==> src/rtl/calc_pkg.sv <==
// Shared types and constants for the calculator key-entry front end.
// Optional auto-repeat of digit keys is enabled with `define KEY_AUTOREPEAT_EN.
package calc_pkg;

   typedef enum logic [2:0] {
      OP_ADD  = 3'd0,
      OP_SUB  = 3'd1,
      OP_MUL  = 3'd2,
      OP_DIV  = 3'd3,
      OP_REM  = 3'd4,
      OP_POW  = 3'd5,
      OP_FACT = 3'd6
   } op_e;

   typedef enum logic [1:0] {
      ST_ENTER_A = 2'd0,
      ST_ENTER_B = 2'd1,
      ST_DONE    = 2'd2,
      ST_ERR     = 2'd3
   } state_e;

   typedef struct packed {
      logic vld;
      op_e  op;
   } op_sel_t;

   localparam int unsigned NUM_KEYS  = 12;
   localparam logic [3:0]  KEY_CLEAR = 4'd10;
   localparam logic [3:0]  KEY_ENTER = 4'd11;

   localparam logic [7:0] ASCII_BLANK = 8'h20;
   localparam logic [7:0] ASCII_ZERO  = 8'h30;
   localparam logic [7:0] ASCII_ADD   = 8'h2B;
   localparam logic [7:0] ASCII_SUB   = 8'h2D;
   localparam logic [7:0] ASCII_MUL   = 8'hD7;
   localparam logic [7:0] ASCII_DIV   = 8'h2F;
   localparam logic [7:0] ASCII_REM   = 8'hF7;
   localparam logic [7:0] ASCII_POW   = 8'h5E;
   localparam logic [7:0] ASCII_FACT  = 8'h21;

   function automatic logic [7:0] op_char(input op_e op);
      case (op)
         OP_ADD:  op_char = ASCII_ADD;
         OP_SUB:  op_char = ASCII_SUB;
         OP_MUL:  op_char = ASCII_MUL;
         OP_DIV:  op_char = ASCII_DIV;
         OP_REM:  op_char = ASCII_REM;
         OP_POW:  op_char = ASCII_POW;
         OP_FACT: op_char = ASCII_FACT;
         default: op_char = ASCII_BLANK;
      endcase
   endfunction

   // Lowest set switch wins; bit 7 is not an operator.
   function automatic op_sel_t sel_op(input logic [6:0] dip);
      sel_op.vld = 1'b0;
      sel_op.op  = OP_ADD;
      for (int i = 6; i >= 0; i--) begin
         if (dip[i]) begin
            sel_op.vld = 1'b1;
            sel_op.op  = op_e'(3'(i));
         end
      end
   endfunction

   // {tens, units} characters; an empty units slot reads '0' once the operand is closed.
   function automatic logic [15:0] enc_operand(input logic [6:0] val,
                                               input logic [1:0] nd,
                                               input logic       closed);
      logic [6:0] tens;
      logic [6:0] units;
      tens  = val / 7'd10;
      units = val % 7'd10;
      case (nd)
         2'd0:    enc_operand = {ASCII_BLANK, closed ? ASCII_ZERO : ASCII_BLANK};
         2'd1:    enc_operand = {ASCII_BLANK, ASCII_ZERO + {1'b0, units}};
         default: enc_operand = {ASCII_ZERO + {1'b0, tens}, ASCII_ZERO + {1'b0, units}};
      endcase
   endfunction

endpackage

==> src/rtl/calc_key_entry_debounce.sv <==
// Single-key debouncer: registered one-cycle press event, re-armed by a low sample.
// With `define KEY_AUTOREPEAT_EN a held key also emits delayed repeat events.
module key_debounce #(
   parameter int unsigned DEBOUNCE_TICKS = 3
`ifdef KEY_AUTOREPEAT_EN
   , parameter int unsigned REPEAT_DELAY = 50,
   parameter int unsigned REPEAT_RATE  = 20,
   parameter bit          REPEAT_EN    = 1'b1
`endif
) (
   input  logic clk,
   input  logic rst,
   input  logic sample_en,
   input  logic key_in,
   output logic press
);

   localparam int unsigned    CW      = $clog2(DEBOUNCE_TICKS + 1);
   localparam logic [CW-1:0]  CNT_MAX = CW'(DEBOUNCE_TICKS);

   logic [CW-1:0] cnt_q, cnt_d;
   logic          armed_q, armed_d;
   logic          press_q, press_d;
   logic          fire;

   // armed_q starts low so a key held through reset cannot fire until released.
   always_comb begin
      cnt_d   = cnt_q;
      armed_d = armed_q;
      fire    = 1'b0;
      if (sample_en) begin
         if (key_in) begin
            if (cnt_q != CNT_MAX) begin
               cnt_d = cnt_q + 1'b1;
               fire  = armed_q && (cnt_q == CNT_MAX - 1'b1);
            end
         end else begin
            cnt_d   = '0;
            armed_d = 1'b1;
         end
      end
   end

`ifdef KEY_AUTOREPEAT_EN
   localparam int unsigned   RMAX      = (REPEAT_DELAY > REPEAT_RATE) ? REPEAT_DELAY : REPEAT_RATE;
   localparam int unsigned   RW        = $clog2(RMAX + 1);
   localparam logic [RW-1:0] RPT_DELAY = RW'(REPEAT_DELAY);
   localparam logic [RW-1:0] RPT_RATE  = RW'(REPEAT_RATE);

   logic [RW-1:0] rpt_cnt_q, rpt_cnt_d;
   logic          rpt_first_q, rpt_first_d;
   logic [RW-1:0] rpt_limit;
   logic          rpt_fire;

   always_comb begin
      rpt_cnt_d   = rpt_cnt_q;
      rpt_first_d = rpt_first_q;
      rpt_fire    = 1'b0;
      rpt_limit   = rpt_first_q ? RPT_RATE : RPT_DELAY;
      if (sample_en) begin
         if (!key_in) begin
            rpt_cnt_d   = '0;
            rpt_first_d = 1'b0;
         end else if (REPEAT_EN && armed_q && (cnt_q == CNT_MAX)) begin
            if (rpt_cnt_q + 1'b1 == rpt_limit) begin
               rpt_fire    = 1'b1;
               rpt_cnt_d   = '0;
               rpt_first_d = 1'b1;
            end else begin
               rpt_cnt_d = rpt_cnt_q + 1'b1;
            end
         end
      end
   end

   always_ff @(posedge clk or posedge rst) begin
      if (rst) begin
         rpt_cnt_q   <= '0;
         rpt_first_q <= 1'b0;
      end else begin
         rpt_cnt_q   <= rpt_cnt_d;
         rpt_first_q <= rpt_first_d;
      end
   end

   assign press_d = fire | rpt_fire;
`else
   assign press_d = fire;
`endif

   always_ff @(posedge clk or posedge rst) begin
      if (rst) begin
         cnt_q   <= '0;
         armed_q <= 1'b0;
         press_q <= 1'b0;
      end else begin
         cnt_q   <= cnt_d;
         armed_q <= armed_d;
         press_q <= press_d;
      end
   end

   assign press = press_q;

endmodule

==> src/rtl/calc_key_entry.sv <==
// Calculator key entry: debounced keys -> two 2-digit operands, operator, ASCII view.
// Define KEY_AUTOREPEAT_EN to enable auto-repeat on held digit keys.
module calc_key_entry
   import calc_pkg::*;
#(
   parameter int unsigned DEBOUNCE_TICKS = 3,
   parameter int unsigned REPEAT_DELAY   = 50,
   parameter int unsigned REPEAT_RATE    = 20
) (
   input  logic        clk,
   input  logic        rst,
   input  logic        sample_en,
   input  logic [11:0] sw,
   input  logic [7:0]  dipsw,
   output logic [6:0]  opa,
   output logic [6:0]  opb,
   output logic [2:0]  op_code,
   output logic [15:0] opa_ascii,
   output logic [15:0] opb_ascii,
   output logic [7:0]  op_ascii,
   output logic        result_req,
   output logic [3:0]  led
);

   logic [NUM_KEYS-1:0] press;
   logic                unused_dip;

   assign unused_dip = dipsw[7];

   for (genvar i = 0; i < NUM_KEYS; i++) begin : g_key
      key_debounce #(
         .DEBOUNCE_TICKS(DEBOUNCE_TICKS)
`ifdef KEY_AUTOREPEAT_EN
         , .REPEAT_DELAY(REPEAT_DELAY),
         .REPEAT_RATE (REPEAT_RATE),
         .REPEAT_EN   (i < int'(KEY_CLEAR))
`endif
      ) u_key (
         .clk      (clk),
         .rst      (rst),
         .sample_en(sample_en),
         .key_in   (sw[i]),
         .press    (press[i])
      );
   end

   logic       key_vld;
   logic [3:0] key_idx;

   // Lowest index wins; the losers stay saturated and do not re-fire while held.
   always_comb begin
      key_vld = 1'b0;
      key_idx = '0;
      for (int i = NUM_KEYS - 1; i >= 0; i--) begin
         if (press[i]) begin
            key_vld = 1'b1;
            key_idx = 4'(i);
         end
      end
   end

   state_e      state_q, state_d;
   logic [6:0]  opa_q, opa_d, opb_q, opb_d;
   logic [1:0]  nd_a_q, nd_a_d, nd_b_q, nd_b_d;
   logic        closed_a_q, closed_a_d, closed_b_q, closed_b_d;
   op_e         op_q, op_d;
   logic        op_vld_q, op_vld_d;
   logic [15:0] opa_ascii_q, opa_ascii_d, opb_ascii_q, opb_ascii_d;
   logic [7:0]  op_ascii_q, op_ascii_d;
   logic        result_req_q, result_req_d;
   logic [3:0]  led_q, led_d;
   op_sel_t     sel;
   logic [6:0]  digit;

   assign sel   = sel_op(dipsw[6:0]);
   assign digit = {3'b000, key_idx};

   always_comb begin
      state_d    = state_q;
      opa_d      = opa_q;
      opb_d      = opb_q;
      nd_a_d     = nd_a_q;
      nd_b_d     = nd_b_q;
      closed_a_d = closed_a_q;
      closed_b_d = closed_b_q;
      op_d       = op_q;
      op_vld_d   = op_vld_q;
      if (key_vld) begin
         if (key_idx == KEY_CLEAR) begin
            state_d    = ST_ENTER_A;
            opa_d      = '0;
            opb_d      = '0;
            nd_a_d     = '0;
            nd_b_d     = '0;
            closed_a_d = 1'b0;
            closed_b_d = 1'b0;
            op_d       = OP_ADD;
            op_vld_d   = 1'b0;
         end else if (key_idx == KEY_ENTER) begin
            case (state_q)
               ST_ENTER_A: begin
                  closed_a_d = 1'b1;
                  if (!sel.vld) begin
                     state_d = ST_ERR;
                  end else begin
                     op_d     = sel.op;
                     op_vld_d = 1'b1;
                     state_d  = (sel.op == OP_FACT) ? ST_DONE : ST_ENTER_B;
                  end
               end
               ST_ENTER_B: begin
                  closed_b_d = 1'b1;
                  state_d    = ST_DONE;
               end
               default: ;
            endcase
         end else begin
            case (state_q)
               ST_ENTER_A: begin
                  if (nd_a_q != 2'd2) begin
                     opa_d  = opa_q * 7'd10 + digit;
                     nd_a_d = nd_a_q + 1'b1;
                  end
               end
               ST_ENTER_B: begin
                  if (nd_b_q != 2'd2) begin
                     opb_d  = opb_q * 7'd10 + digit;
                     nd_b_d = nd_b_q + 1'b1;
                  end
               end
               default: begin
                  // A digit after a finished or failed expression starts a new one.
                  state_d    = ST_ENTER_A;
                  opa_d      = digit;
                  nd_a_d     = 2'd1;
                  opb_d      = '0;
                  nd_b_d     = '0;
                  closed_a_d = 1'b0;
                  closed_b_d = 1'b0;
               end
            endcase
         end
      end

      result_req_d = (state_d == ST_DONE) && (state_q != ST_DONE);
      case (state_d)
         ST_ENTER_A: led_d = 4'b0001;
         ST_ENTER_B: led_d = 4'b0010;
         ST_DONE:    led_d = 4'b0100;
         default:    led_d = 4'b1000;
      endcase
      opa_ascii_d = enc_operand(opa_d, nd_a_d, closed_a_d);
      opb_ascii_d = enc_operand(opb_d, nd_b_d, closed_b_d);
      op_ascii_d  = op_vld_d ? op_char(op_d) : ASCII_BLANK;
   end

   always_ff @(posedge clk or posedge rst) begin
      if (rst) begin
         state_q      <= ST_ENTER_A;
         opa_q        <= '0;
         opb_q        <= '0;
         nd_a_q       <= '0;
         nd_b_q       <= '0;
         closed_a_q   <= 1'b0;
         closed_b_q   <= 1'b0;
         op_q         <= OP_ADD;
         op_vld_q     <= 1'b0;
         opa_ascii_q  <= {ASCII_BLANK, ASCII_BLANK};
         opb_ascii_q  <= {ASCII_BLANK, ASCII_BLANK};
         op_ascii_q   <= ASCII_BLANK;
         result_req_q <= 1'b0;
         led_q        <= 4'b0001;
      end else begin
         state_q      <= state_d;
         opa_q        <= opa_d;
         opb_q        <= opb_d;
         nd_a_q       <= nd_a_d;
         nd_b_q       <= nd_b_d;
         closed_a_q   <= closed_a_d;
         closed_b_q   <= closed_b_d;
         op_q         <= op_d;
         op_vld_q     <= op_vld_d;
         opa_ascii_q  <= opa_ascii_d;
         opb_ascii_q  <= opb_ascii_d;
         op_ascii_q   <= op_ascii_d;
         result_req_q <= result_req_d;
         led_q        <= led_d;
      end
   end

   assign opa        = opa_q;
   assign opb        = opb_q;
   assign op_code    = op_q;
   assign opa_ascii  = opa_ascii_q;
   assign opb_ascii  = opb_ascii_q;
   assign op_ascii   = op_ascii_q;
   assign result_req = result_req_q;
   assign led        = led_q;

endmodule

==> config.mk <==
export PLATFORM = sky130hd
export DESIGN_NAME = calc_key_entry
export DESIGN_NICKNAME = d
export VERILOG_FILES = /design/src/rtl/calc_pkg.sv /design/src/rtl/calc_key_entry_debounce.sv /design/src/rtl/calc_key_entry.sv
export SDC_FILE = /design/constraint.sdc
export NUM_CORES = 1
export LEC_CHECK = 0
export ABC_CLOCK_PERIOD_IN_PS = 14900
export CAP_MARGIN = 25
export CELL_PAD_IN_SITES_DETAIL_PLACEMENT = 0
export CELL_PAD_IN_SITES_GLOBAL_PLACEMENT = 1
export CORE_ASPECT_RATIO = 0.9
export CORE_MARGIN = 2
export CORE_UTILIZATION = 25
export DETAILED_ROUTE_END_ITERATION = 6
export GPL_ROUTABILITY_DRIVEN = 0
export GPL_TIMING_DRIVEN = 0
export PLACE_DENSITY = 0.51
export SLEW_MARGIN = 20
export SYNTH_ARGS = -nofsm -noshare
export SYNTH_HDL_FRONTEND = slang
export SYNTH_SLANG_ARGS = --single-unit
==> constraint.sdc <==
create_clock -name clk -period 14.9 [get_ports clk]
set_input_delay 2.235 -clock clk [delete_from_list [all_inputs] [get_ports clk]]
set_output_delay 2.235 -clock clk [all_outputs]
set_load 0.05 [all_outputs]
==> results.txt <==
----------------------------------------------------
[Worst setup path]
  Cell at the slowest stage of the critical path ... nor4_1
  Peak fanout along the critical path ... 9
  Critical path endpoint category ... flop
  CP Class ... flop to flop
  Max incr delay on CP ... 0.55 ns
  Kind of launch point of the worst setup path ... flop
  Worst path arrival time ... 7.47 ns
  Reg-to-Reg Start ... g_key[8].u_key.press$_DFF_PP0_
  Most used cell along the critical path ... ha_1
  Required time of the worst setup path ... 15.14 ns
  Worst reg2reg path depth ... 28
  Critical R2R Capture ... opa_ascii[6]$_DFF_PP0_
  R2R setup slack ... 7.67 ns

[Synth]
  Flops & latches, synth ... 112
  Synth unique cells ... 82
  List of most frequent post-synthesis cells ... 108 x dfrtp_1, 78 x inv_1, 70 x nand2_1
  Cell count after synthesis ... 770
  Fraction of synthesized cell area taken by the top area cell type ... 38.28%
  Leading post-synthesis cells by cell area ... dfrtp_1 38%, ha_1 9.2%, a21oi_1 4.2%
  Mean instance size in the synthesized netlist ... roughly 9 µm²
  Largest area contributor in the synthesized netlist ... dfrtp_1
  Most common cell in the netlist ... dfrtp_1
  Top flip-flop cell by instance count after synthesis ... dfrtp_1
  Yosys warnings ... 0
  Number of enable flip-flop cells after synthesis ... 0
  Post-synthesis sequential area ratio ... between 30% and 40%
  Mapped cell area ... 0.007061 mm²
  Async set or reset register ratio after synthesis ... 100.0%

[STA]
  Number of max-slew violations in the final report ... 0
  Final-report hold violation count ... 0
  Transition at the pin with the smallest max-transition slack ... 1.020 ns
  Final cycle utilization of the critical path ... 48.52%
  Setup repair after global routing missed its margin ... false
  Worst Setup Slack, final ... 7.671 ns
  Final setup fails ... 0
  FMAX ... 0.1383 GHz
  Final Critical Period ... 7.229 ns
  Setup clock skew after layout ... ~0.015 ns
  Final total negative setup slack ... 0 ns
  Relative slew margins ... 31.59%

[CTS]
  Post-CTS Resized ... 0
  Clock Tree Root ... clkbuf_16
  Hold Buf Count CTS ... 0
  Buffers inserted during post-CTS setup optimization ... 0
  H-tree level count ... 3
  Number of buffers added by the clock tree synthesis step ... 9
  Clock sink total ... around 110
  Latest clock arrival within the worst-skew pair ... 0.36 ns
  TritonCTS clock tree ... built
  Clock transition at the register clock pins on the worst setup and hold paths after CTS ... 0.08 ns
  Deepest clock path buffer count ... 2

[Finish]
  Fraction of layout instances using a drive strength above 1 ... 8.420%
  Register area ... 0.002808 mm²
  Final core occ ... 30.87%
  Final Net Count ... 941
  Count of fill cells added during filler insertion ... 2945
  Multi-input gate area in the final layout ... 0.003826 mm²
  P&R area growth vs syn ... 21.83%
  Number of inserted diodes ... 0

[Global route]
  Global-route wire length before repair ... 30830 µm
  Pin count of the biggest net entering global routing ... 58
  Overall fraction of global-route tracks in use ... 13.14%
  Total global routing overflow ... 0
  Initial antenna violation count ... 0
  Vias in the first global route ... 5678

[Die]
  Overall die height ... around 160 µm
  I/O pin count ... 85
  Cell Rows ... 58
  Die width ... 181.1 µm
  Initial cell density of the core ... about a quarter
  Floorplan core area ... between 0.02 and 0.03 mm²
  Floorplan die area ... roughly 0.030 mm²

[Routing]
  Total routed wire length on the met1 layer ... between 10000 and 15000 µm
  Total length of routed met3 wires ... about 370 µm
  Detailed-routed wire length on met2 ... between 8000 and 9000 µm
  DR top layer ... met4
  Number of vias per cell after detailed routing ... between 4 and 5
  Antenna viol nets, final ... 0
  Initial drt markers ... around 330
  Routed Wire Length ... approximately 19000 µm
  Detailed-route wire length per cell ... 15.43 µm
  Number of DRC violations after detailed routing ... 0
  Routed via count ... roughly 5700
  First-pass detailed-route iteration total ... 4

[Outcome]
  Status ... finished, final reports clean

[Run]
  Max-cap violations ... 0

[Placement]
  Count of buffers inserted at the top-level ports ... 76
  Detailed Place HPWL ... 14310 µm
  Pre-CTS setup slack ... between 7 and 8 ns

[Power]
  VDD IR-drop max ... 0.1176 mV
  Reported leakage power ... ~3.7 nW
  Pwr dens ... 239.4 mW/mm²

[Min path]
  Min-Delay Path Class ... flop to flop
  Beginning of the worst hold path ... g_key[9].u_key.armed_q$_DFFE_PP0P_
  Hold Crit Depth ... 1
  Endpoint of the worst hold-timing path ... g_key[9].u_key.armed_q$_DFFE_PP0P_

----------------------------------------------------
==> cell usage in the layout (no fill, tap or decap), drive strengths merged, types with 8 or more instances in the layout <==
master / synthesis / final
dfrtp: 108 / 108
inv: 81 / 83
clkdlybuf4s50: 0 / 76
nand2: 71 / 71
nor2: 68 / 68
a21oi: 62 / 62
ha: 52 / 52
o21ai: 38 / 38
clkbuf: 10 / 20
o22ai: 19 / 19
nand2b: 18 / 18
nand3: 17 / 17
xnor2: 16 / 16
a21o: 15 / 15
buf: 14 / 15
a22oi: 13 / 13
and2: 12 / 12
nor3: 10 / 10
nand3b: 9 / 9
a211oi: 9 / 9
nor3b: 9 / 9
mux2i: 8 / 8
==> per-layer routing <==
metal,vias up,global-route usage (%)
met5,-,0
met2,69,20.29
met3,9,1.918
li1,2885,-
met1,2695,19.24
met4,0,3.326
==> through the flow <==
step	cells	instance area [µm²]	hold WS, ns	total power [W]
floorplan	774	7076	0.4281	0.001484
global placement	1210	8287	0.4412	0.001846
detailed placement	1211	8319	0.4450	0.001832
CTS	1227	8602	0.4636	0.002088
global route	1227	8602	0.4724	0.002261
finish	1227	8602	0.4562	0.002060
==> registers in the layout (all words and copies together), names as in the netlist, 2 cells and up <==
signal	count
opa_ascii	13
opb	7
opa	7
opb_ascii	13
led	4
g_key.u_key.armed_q	12
nd_b_q	2
op_ascii	7
nd_a_q	2
g_key.u_key.press	12
state_q	2
op_code	3
g_key.u_key.cnt_q	24
==> cells by family after synthesis <==
logic type	Yosys count	synth area share, %
AOI/OAI and AO/OA	219	21.83
xor gates and xnor gates	19	2.357
adders and majority gates	57	10.49
buffers and inverters	105	6.255
DFF	112	39.77
muxes	11	1.613
other	2	0.1064
and+or+nand+nor	245	17.58
==> critical path: cells and delay by family (launching register included) <==
family	cells	cell delay (ns)
fa+ha+maj	5	1.50
mux	3	0.66
flops	1	0.43
buf+inv	2	0.16
xor+xnor	2	0.42
compound gates	9	2.27
simple gates	7	1.67
==> worst max-delay path by stage <==
stage                                        start                       to  slack, ns  depth (start not counted)
finish              g_key[8].u_key.press$_DFF_PP0_   opa_ascii[6]$_DFF_PP0_       7.67                         28
detailed placement  g_key[8].u_key.press$_DFF_PP0_   opa_ascii[6]$_DFF_PP0_       7.74                         28
floorplan                         opa[3]$_DFF_PP0_   opa_ascii[6]$_DFF_PP0_       8.81                         26
global placement                               rst  opb_ascii[10]$_DFF_PP0_       7.61                          2
CTS                 g_key[8].u_key.press$_DFF_PP0_   opa_ascii[6]$_DFF_PP0_       7.69                         28
global route        g_key[8].u_key.press$_DFF_PP0_   opa_ascii[6]$_DFF_PP0_       7.05                         28
==> report_power, final <==
group | internal, W | switching [W]
clock network | 0.000117 | 0.000125
registers | 0.000379 | 0.0000549
logic | 0.000535 | 0.000849
==> layout make-up <==
cell class              instances  share of cell area, %
clock inverters                 6                 0.6255
plain buffers                  24                  1.600
inverters                      81                  3.593
multi-input cells             557                  44.48
clock buffers                  10                  2.662
flip-flops and latches        112                  32.64
well taps                     360                  5.236
repair buffers                 77                  9.164
Note: power is estimated with default switching activity, not from simulation.
